### src/rtl/mux_pkg.sv
// rtl/mux_pkg.sv - shared constants and level sizing for the pipelined mux tree
package mux_pkg;

  localparam int MAX_SEL_W = 6;

  // Words produced by tree level k of a 2**sel_w input tree
  function automatic int level_words(input int sel_w, input int k);
    return (1 << sel_w) >> (k + 1);
  endfunction

endpackage

### src/rtl/mux_tree_stage.sv
// rtl/mux_tree_stage.sv - one 2:1 tree level with optional valid/ready register
module mux_tree_stage #(
  parameter int DATA_W   = 8,
  parameter int IN_WORDS = 2,
  parameter int SEL_W    = 1,
  parameter int LEVEL    = 0,
  parameter int REG      = 1
) (
  input  logic                               clk,
  input  logic                               rst,
  input  logic [IN_WORDS*DATA_W-1:0]         up_data,
  input  logic [SEL_W-1:0]                   up_sel,
  input  logic                               up_valid,
  output logic                               up_ready,
  output logic [(IN_WORDS/2)*DATA_W-1:0]     dn_data,
  output logic [SEL_W-1:0]                   dn_sel,
  output logic                               dn_valid,
  input  logic                               dn_ready
);

  localparam int OUT_WORDS = IN_WORDS / 2;

  logic [OUT_WORDS*DATA_W-1:0] pick;

  // Pairwise select: sel bit LEVEL picks the odd word of each adjacent pair
  always_comb begin
    pick = '0;
    for (int i = 0; i < OUT_WORDS; i++) begin
      pick[i*DATA_W +: DATA_W] = up_sel[LEVEL] ? up_data[(2*i+1)*DATA_W +: DATA_W]
                                               : up_data[(2*i)*DATA_W +: DATA_W];
    end
  end

  if (REG != 0) begin : g_reg
    logic                        v;
    logic [OUT_WORDS*DATA_W-1:0] data_q;
    logic [SEL_W-1:0]            sel_q;

    // An empty stage can always take a word, even if downstream is stalled
    assign up_ready = dn_ready || !v;

    // Load on ready (data is don't-care when the incoming valid is low), hold otherwise
    always_ff @(posedge clk or posedge rst) begin
      if (rst) begin
        v      <= 1'b0;
        data_q <= '0;
        sel_q  <= '0;
      end else if (up_ready) begin
        v      <= up_valid;
        data_q <= pick;
        sel_q  <= up_sel;
      end
    end

    assign dn_data  = data_q;
    assign dn_sel   = sel_q;
    assign dn_valid = v;
  end else begin : g_comb
    logic unused_clk_rst;

    assign unused_clk_rst = clk | rst;
    assign up_ready       = dn_ready;
    assign dn_data        = pick;
    assign dn_sel         = up_sel;
    assign dn_valid       = up_valid;
  end

endmodule

### src/rtl/mux_tree_pipe.sv
// rtl/mux_tree_pipe.sv - parametrised N:1 mux tree with optional per-level pipelining
module mux_tree_pipe
  import mux_pkg::*;
#(
  parameter int DATA_W = 8,
  parameter int SEL_W  = 3,
  parameter int PIPE   = 1
) (
  input  logic                             clk,
  input  logic                             rst,
  input  logic [(1<<SEL_W)*DATA_W-1:0]     in_data,
  input  logic [SEL_W-1:0]                 in_sel,
  input  logic                             in_valid,
  output logic                             in_ready,
  output logic [DATA_W-1:0]                out_data,
  output logic [SEL_W-1:0]                 out_idx,
  output logic                             out_valid,
  input  logic                             out_ready
);

  localparam int N    = 1 << SEL_W;
  localparam int LAST = SEL_W - 1;

  if (SEL_W < 1 || SEL_W > MAX_SEL_W) begin : g_sel_w_check
    $error("mux_tree_pipe: SEL_W must be within 1..MAX_SEL_W");
  end

  // Level k halves the word count; with PIPE=0 only the final level is registered
  for (genvar k = 0; k < SEL_W; k++) begin : g_lvl
    localparam int IN_WORDS  = N >> k;
    localparam int OUT_WORDS = level_words(SEL_W, k);

    logic [IN_WORDS*DATA_W-1:0]  up_data;
    logic [SEL_W-1:0]            up_sel;
    logic                        up_valid;
    logic                        up_ready;
    logic [OUT_WORDS*DATA_W-1:0] dn_data;
    logic [SEL_W-1:0]            dn_sel;
    logic                        dn_valid;
    logic                        dn_ready;

    if (k == 0) begin : g_head
      assign up_data  = in_data;
      assign up_sel   = in_sel;
      assign up_valid = in_valid;
    end else begin : g_link
      assign up_data  = g_lvl[k-1].dn_data;
      assign up_sel   = g_lvl[k-1].dn_sel;
      assign up_valid = g_lvl[k-1].dn_valid;
    end

    if (k == LAST) begin : g_tail
      assign dn_ready = out_ready;
    end else begin : g_mid
      assign dn_ready = g_lvl[k+1].up_ready;
    end

    mux_tree_stage #(
      .DATA_W   (DATA_W),
      .IN_WORDS (IN_WORDS),
      .SEL_W    (SEL_W),
      .LEVEL    (k),
      .REG      ((PIPE != 0 || k == LAST) ? 1 : 0)
    ) u_stage (
      .clk      (clk),
      .rst      (rst),
      .up_data  (up_data),
      .up_sel   (up_sel),
      .up_valid (up_valid),
      .up_ready (up_ready),
      .dn_data  (dn_data),
      .dn_sel   (dn_sel),
      .dn_valid (dn_valid),
      .dn_ready (dn_ready)
    );
  end

  assign in_ready  = g_lvl[0].up_ready;
  assign out_data  = g_lvl[LAST].dn_data;
  assign out_idx   = g_lvl[LAST].dn_sel;
  assign out_valid = g_lvl[LAST].dn_valid;

endmodule

### config.mk
export PLATFORM = sky130hd
export DESIGN_NAME = mux_tree_pipe
export DESIGN_NICKNAME = d
export VERILOG_FILES = /design/src/rtl/mux_pkg.sv /design/src/rtl/mux_tree_stage.sv /design/src/rtl/mux_tree_pipe.sv
export SDC_FILE = /design/constraint.sdc
export NUM_CORES = 1
export LEC_CHECK = 0
export CELL_PAD_IN_SITES_DETAIL_PLACEMENT = 0
export CELL_PAD_IN_SITES_GLOBAL_PLACEMENT = 1
export CORE_ASPECT_RATIO = 1.75
export CORE_MARGIN = 2
export CORE_UTILIZATION = 40
export DETAILED_ROUTE_END_ITERATION = 8
export PLACE_DENSITY = 0.83
export SKIP_CTS_REPAIR_TIMING = 1
export SLEW_MARGIN = 20
export SYNTH_ARGS = -nofsm -noshare
export SYNTH_HDL_FRONTEND = slang
export SYNTH_SLANG_ARGS = --single-unit
### constraint.sdc
create_clock -name clk -period 2.1 [get_ports clk]
set_input_delay 0.21 -clock clk [delete_from_list [all_inputs] [get_ports clk]]
set_output_delay 0.21 -clock clk [all_outputs]
set_load 0.005 [all_outputs]
Yosys cells after proc, flatten, opt, wreduce, memory -nomap -nowiden
Index checks and enable logic that the tools add are counted.
Operators by class
  mux-type cells: 7
  reduce and logical (&&, ||, !) cells: 6
Operator list (number)
  $mux 8: 7
  $logic_not 1->1: 3
  $logic_or 1x1->1: 3
Storage, ports and cells
  register bits after elaboration: 68
  input port bits: 71
  output and inout port bits: 13
  logic and storage cells: 22

Logic depth before layout (Yosys ltp)
Gate-level depths: netlist of the first run.
  depth after elaboration: 4
  depth in mapped cells: 4
  depth with buffers taken out: 2

Cells and area by module
A second synthesis of the first run with hierarchy kept.
Unflattened totals
  cells, all modules: 212
  area, all modules: 3634.7 um^2
Modules (own cells, without submodules)
  mux_tree_stage at g_lvl[0].u_stage: times used 1, cells each 114, area each 1994.4 um^2, sequential area each 900.9 um^2
  mux_tree_stage at g_lvl[1].u_stage: times used 1, cells each 62, area each 1019.7 um^2, sequential area each 500.5 um^2
  mux_tree_stage at g_lvl[2].u_stage: times used 1, cells each 36, area each 620.6 um^2, sequential area each 300.3 um^2

Worst setup path after synthesis of the first run
OpenSTA, ideal clock, no wires.
  kind: register to register
  start point: reg g_lvl[0].u_stage.g_reg.sel_q[1]
  end point: reg g_lvl[1].u_stage.g_reg.data_q[2]
  data arrival time: 1157 ps
  required time: 1975 ps
  path slack: 818 ps
  cell stages (with the launch flop): 5
  buffers on the path: 2
  period minus slack after synthesis: 1282 ps
  path through: dfrtp_1 -> buf_6 -> buf_8 -> mux2_1 -> mux2_4
Between the ends
  word-level cells in the longest chain between the ends: 1
Ends and longest elaborated chain
  start, declared: RTL line mux_tree_stage.sv:37  | logic [SEL_W-1:0] sel_q;
  start signal, assigned: RTL line mux_tree_stage.sv:51  | sel_q <= up_sel;
  $mux 8: RTL line mux_tree_stage.sv:29  | pick[i*DATA_W +: DATA_W] = up_sel[LEVEL] ? up_data[(2*i+1)*DATA_W +: DATA_W]
  end signal, assigned: RTL line mux_tree_stage.sv:50  | data_q <= pick;
  end, declared: RTL line mux_tree_stage.sv:36  | logic [OUT_WORDS*DATA_W-1:0] data_q;
No other way between the ends.
A chain may end at the register's enable or synchronous reset.

Worst setup path in the final report of the first run
  start point: reg g_lvl[2].u_stage.g_reg.v
  end point: out in_ready
Between the ends
  word-level cells in the longest chain between the ends: 4
Ends and longest elaborated chain
  start, declared: RTL line mux_tree_stage.sv:35  | logic v;
  start signal, assigned: RTL line mux_tree_stage.sv:49  | v <= up_valid;
  $logic_not 1->1: RTL line mux_tree_stage.sv:40  | assign up_ready = dn_ready || !v;
  $logic_or 1x1->1 (3 in series): RTL line mux_tree_stage.sv:40
  end, declared: RTL line mux_tree_pipe.sv:14  | output logic in_ready,
No other way between the ends.

==> results.json, run 1 <==
{
  "worst_slack_ns": 0.371,
  "fillers": 714,
  "grt_use_total_pct": 15.0,
  "synth_ff_type": "dfrtp_1",
  "synth_cell_type_count": 12,
  "synth_area_um2": 3380,
  "cts_tree": "built",
  "cts.sinks": 68,
  "multiInputGateArea_um2": 1540,
  "synth_most_common_cell": "dfrtp_1",
  "pre_cts_ws_ns": 0.404,
  "top_layer_used": "met4",
  "drc": 0,
  "insertedDiodeCount": 0,
  "syn_to_final_growth_pct": 35.6,
  "hold_ws_ns": 0.270,
  "numCtsBuffers": 9,
  "hold_path.class": "input port to asynchronous set/reset pin",
  "yosys_warnings": 0,
  "wirelength_mm": 6.12,
  "synth.avg_cell_area_um2": 16.1,
  "worstPathMaxFanout": 4,
  "wl_met1_mm": 2.64,
  "gp_congestion": 0.710,
  "die_y_um": 126,
  "rsz0062_at_grt": "false",
  "setup.worst_path.start_class": "register",
  "pin_count": 84,
  "pwr_density_cell_nw_per_um2": 889,
  "fin_cells": 394,
  "wl_met2_mm": 3.09,
  "synth-edff-count": 0,
  "crit_type": "register to output pin",
  "wl_per_cell_um": 15.5,
  "power_mw": 4.07,
  "max_cap_violations": 0,
  "setup.worst_path.end_class": "output pin",
  "synth_seq_cells": 68,
  "stdcell_area_um2": 4580,
  "tns_ns": 0,
  "drt.antenna.violating_nets": 0,
  "fin_util_pct": 55.5,
  "postSynthNetCount": 281,
  "outcome": "completed",
  "dp_cells": 378,
  "setup_violations": 0,
  "dieArea_um2": 9230,
  "worst_ir_drop_vdd_uv": 632,
  "viasPerCell": 5.00,
  "synth_common_cells": "68 x dfrtp_1, 54 x mux2_1, 37 x mux2_4",
  "clk_latency_ns": 0.32,
  "max_freq_mhz": 578,
  "clockBufferDepth": 2,
  "finClkSkew_ns": 0.00555,
  "first_pass_iters": 3,
  "clk_pin_slew_ns": 0.06,
  "first_global_vias": 2114,
  "worstPathRequired_ns": 1.89,
  "synthCells": 210,
  "ys_seq_area_share_pct": 50.3,
  "drive_gt1_share_pct": 30.1,
  "place_hpwl_mm": 4.40,
  "slew_violations": 0,
  "ys_async_sr_fraction_pct": 100,
  "finalHoldViolations": 0,
  "crit_arrival_ns": 1.52,
  "synth.area.top_cells": "dfrtp_1 50%, mux2_1 18%, mux2_4 16%",
  "drtIter0Drc": 80,
  "port_buffers": 83,
  "yosys.area.top_type": "dfrtp_1",
  "cts-root-buf": "clkbuf_16",
  "h-tree-depth": 3,
  "start_util_pct": 40.9,
  "tightest_slew_ns": 0.431,
  "route.met3.wl_um": 232,
  "grt_max_degree": 69,
  "core_area_um2": 8260,
  "timing.final.crit_share_pct": 82.3,
  "seqCellArea_um2": 1700,
  "overflow": 0,
  "final_nets": 368,
  "post-route-min-period_ns": 1.73,
  "synthDominantCellAreaShare_pct": 50.3,
  "rrSetupSlack_ns": 0.56,
  "die_w_um": 73.5,
  "antenna_found_initial": 0,
  "grt_first_pass_wirelength_mm": 10.4,
  "rows": 44,
  "leakagePower_nw": 2.00,
  "slew_headroom_pct": 71.3,
  "place_area_um2": 4280,
  "vias": 1969
}
[critical path, cell delays in order, from the launching register on]
cell	delay (ns)
dfrtp_1	0.41
nand4b_1	0.23
clkdlybuf4s50_1	0.56
[path summary, 6_finish.rpt]
check,startpoint,endpoint,cells after the start
worst min register to register,g_lvl[0].u_stage.dn_valid,g_lvl[1].u_stage.dn_valid,1
min in group clk,in_valid,g_lvl[0].u_stage.dn_valid,2
worst max register to register,g_lvl[0].u_stage.dn_sel[1],g_lvl[1].u_stage.dn_data[8],3
max in group asynchronous,rst,g_lvl[1].u_stage.dn_data[12],3
worst max-delay path,g_lvl[2].u_stage.dn_valid,in_ready,2
worst min-delay path,rst,g_lvl[0].u_stage.dn_data[17],3
[cell type report]
type | instances | share of cell area, %
inverters | 1 | 0.0819
multi-input cells | 127 | 33.7
flip-flops and latches | 68 | 37.1
repair buffers | 90 | 20.0
well taps | 92 | 2.51
clock inverters | 4 | 1.04
clock buffers | 12 | 5.60
[sequential cells by signal, summed over array words and instances, names as in the netlist]
name                    flops
g_lvl.u_stage.dn_sel        9
g_lvl.u_stage.dn_valid      3
g_lvl.u_stage.dn_data      56
[kinds of logic (layout without fill, tap and decap cells)]
family / Yosys count / after routing / synth area share, %
simple gates: 6 / 6 / 1.22
mux: 121 / 121 / 44.4
buf+inv: 15 / 107 / 4.03
flops: 68 / 68 / 50.3
[power breakdown]
| part | total [mW] | internal [mW] | switching, mW |
|---|---|---|---|
| clock | 1.50 | 0.979 | 0.518 |
| sequential | 1.71 | 1.56 | 0.151 |
| combinational | 0.871 | 0.621 | 0.250 |
[routing by layer]
metal | vias up | track usage (%)
li1 | 931 | -
met1 | 974 | 18.5
met2 | 54 | 24.3
met3 | 10 | 2.96
met4 | 0 | 8.02
met5 | - | 0
[placed cells by master (no fill, tap or decap)]
cell type / synthesis / final
clkbuf_16: 0 / 9
buf_4: 1 / 4
clkdlybuf4s50_1: 0 / 82
nand2b_1: 4 / 4
mux2_1: 54 / 54
bufinv_16: 0 / 1
nand3b_1: 1 / 1
clkbuf_8: 0 / 2
mux2_2: 30 / 30
clkinv_2: 0 / 2
dfrtp_1: 68 / 68
buf_12: 0 / 3
clkbuf_1: 0 / 1
clkinvlp_4: 0 / 1
buf_2: 4 / 1
mux2_4: 37 / 37
inv_2: 0 / 1
nand4b_1: 1 / 1
No activity file was read; power rests on OpenSTA's default activity.
==> run 2, diff against run 1 <==
==> constraint.sdc (replaced) <==
create_clock -name clk -period 1.6 [get_ports clk]
set_input_delay 0.16 -clock clk [delete_from_list [all_inputs] [get_ports clk]]
set_output_delay 0.16 -clock clk [all_outputs]
set_load 0.005 [all_outputs]
==> run 2 against run 1 <==
  * Count of clock-buffer cells in the layout stayed put
  * Register-to-register slack worse by 0.41 ns
  * Setup slack lost 0.22 ns
  * Global-route usage fell by 0.086 points
  * Flip-flop and latch count unchanged
  * Final cell count did not move
  * Worst hold slack got worse by 0.0050 ns
  * Sequential share of layout area decreased by 0.27 points
  * Die area stayed put
  * Highest routed layer unchanged
==> results.json, run 2 (synthesis gave the netlist of run 1 again) <==
{
  "outcome": "completed",
  "core_area_um2": 8260,
  "post-route-min-period_ns": 1.45,
  "vias": 1966,
  "pin_count": 84,
  "cts_tree": "built",
  "drc": 0,
  "worst_ir_drop_vdd_uv": 579,
  "crit_arrival_ns": 1.66,
  "start_util_pct": 40.9,
  "multiInputGateArea_um2": 1540,
  "dieArea_um2": 9230,
  "pre_cts_ws_ns": -0.0297,
  "slew_violations": 0,
  "layout_commonest_cell": "clkdlybuf4s50_1",
  "slew_headroom_pct": 72.3,
  "r2r-end": "g_lvl[0].u_stage.dn_data[8]",
  "dp_cells": 379,
  "max_cap_violations": 0,
  "finalHoldViolations": 0,
  "crit_type": "register to register",
  "worst_slack_ns": 0.149,
  "drive_gt1_share_pct": 30.1,
  "die_y_um": 126,
  "place_area_um2": 4320,
  "hold_path.class": "input port to asynchronous set/reset pin",
  "cts.sinks": 68,
  "rows": 44,
  "rsz0062_at_grt": "false",
  "worstPathRequired_ns": 1.81,
  "syn_to_final_growth_pct": 36.6,
  "timing.final.crit_share_pct": 90.7,
  "h-tree-depth": 3,
  "p_comb_share_pct": 21.8,
  "power_mw": 5.33,
  "drt.antenna.violating_nets": 0,
  "overflow": 0,
  "port_buffers": 83,
  "worstPathMaxFanout": 12,
  "numCtsBuffers": 9,
  "power_switching_mw": 1.19,
  "hold_ws_ns": 0.265,
  "gp_congestion": 0.719,
  "fin_cells": 394,
  "intPower_mw": 4.14,
  "tns_ns": 0,
  "final_nets": 370,
  "stdcell_area_um2": 4620,
  "final_cell_mix": "81 x clkdlybuf4s50_1, 68 x dfrtp_1, 54 x mux2_1, 37 x mux2_4, 30 x mux2_2",
  "leakagePower_nw": 2.02,
  "die_w_um": 73.5,
  "pwr_density_cell_nw_per_um2": 1150,
  "fin_util_pct": 55.9,
  "fillers": 682,
  "rr_worst_depth": 4,
  "insertedDiodeCount": 0,
  "tightest_slew_ns": 0.415,
  "grt_first_pass_wirelength_mm": 10.4,
  "swShare_pct": 22.3,
  "cts-root-buf": "clkbuf_16",
  "rrSetupSlack_ns": 0.15,
  "grt_use_total_pct": 14.9,
  "antenna_found_initial": 0,
  "seq_power_share_pct": 42.0,
  "wl_per_cell_um": 15.3,
  "clk_latency_ns": 0.33,
  "setup.worst_path.end_class": "register",
  "wirelength_mm": 6.03,
  "seqCellArea_um2": 1700,
  "clockBufferDepth": 2,
  "place_hpwl_mm": 4.29,
  "drtIter0Drc": 90,
  "clk_pin_slew_ns": 0.05,
  "setup_violations": 0,
  "first_global_vias": 2126,
  "p_clk_share_pct": 36.2,
  "first_pass_iters": 4,
  "largest_reg_flops": 56,
  "viasPerCell": 4.99,
  "max_freq_mhz": 689,
  "grt_max_degree": 69,
  "setup.worst_path.start_class": "register",
  "finClkSkew_ns": 0.00522,
  "r2r_start": "g_lvl[2].u_stage.dn_valid"
}
[run 2: changes by cell type in the layout (fill, tap and decap cells not counted)]
cell	change
buf_12	+2
clkdlybuf4s50_1	-1
clkinv_2	-1
dlymetal6s2s_1	+1
inv_2	-1
[run 2: metal layers]
metal | vias up | wire length [um] | global-route usage, %
met4 | 0 | 172 | 8.34
li1 | 927 | - | -
met3 | 12 | 297 | 3.68
met2 | 59 | 3060 | 23.7
met5 | - | 0 | 0
met1 | 968 | 2490 | 18.1
[run 2: layout make-up]
type / count / share of cell area, %
Clock buffer: 12 / 5.56
Clock inverter: 2 / 0.759
Inverter: 1 / 0.163
Multi-Input combinational cell: 127 / 33.4
Sequential cell: 68 / 36.9
Tap cell: 92 / 2.49
Timing Repair Buffer: 92 / 20.8
[run 2: worst max path at each step]
stage / cells after the start / start / endpoint / slack, ns
finish: 4 / g_lvl[2].u_stage.dn_valid / g_lvl[0].u_stage.dn_data[8] / 0.15
global route: 4 / g_lvl[2].u_stage.dn_valid / g_lvl[0].u_stage.dn_data[8] / 0.05
CTS: 2 / g_lvl[2].u_stage.dn_valid / in_ready / -0.09
detailed placement: 4 / out_ready / g_lvl[0].u_stage.dn_data[8] / -0.03
global placement: 4 / out_ready / g_lvl[0].u_stage.dn_data[8] / -0.01
floorplan: 4 / g_lvl[0].u_stage.dn_sel[1] / g_lvl[1].u_stage.dn_data[2] / 0.32
[run 2: worst max-delay path: stages (launching register included)]
cell      delay, ns
dfrtp_1        0.39
nand4b_1       0.23
buf_4          0.21
buf_4          0.19
mux2_4         0.31
[run 2: power by group through the flow]
stage / clock network [mW] / logic [mW] / registers, mW
global placement: 0 / 1.16 / 2.26
floorplan: 0 / 0.718 / 2.19
CTS: 1.97 / 1.19 / 2.25
finish: 1.93 / 1.16 / 2.24
detailed placement: 0 / 1.18 / 2.27
global route: 2.05 / 1.26 / 2.29
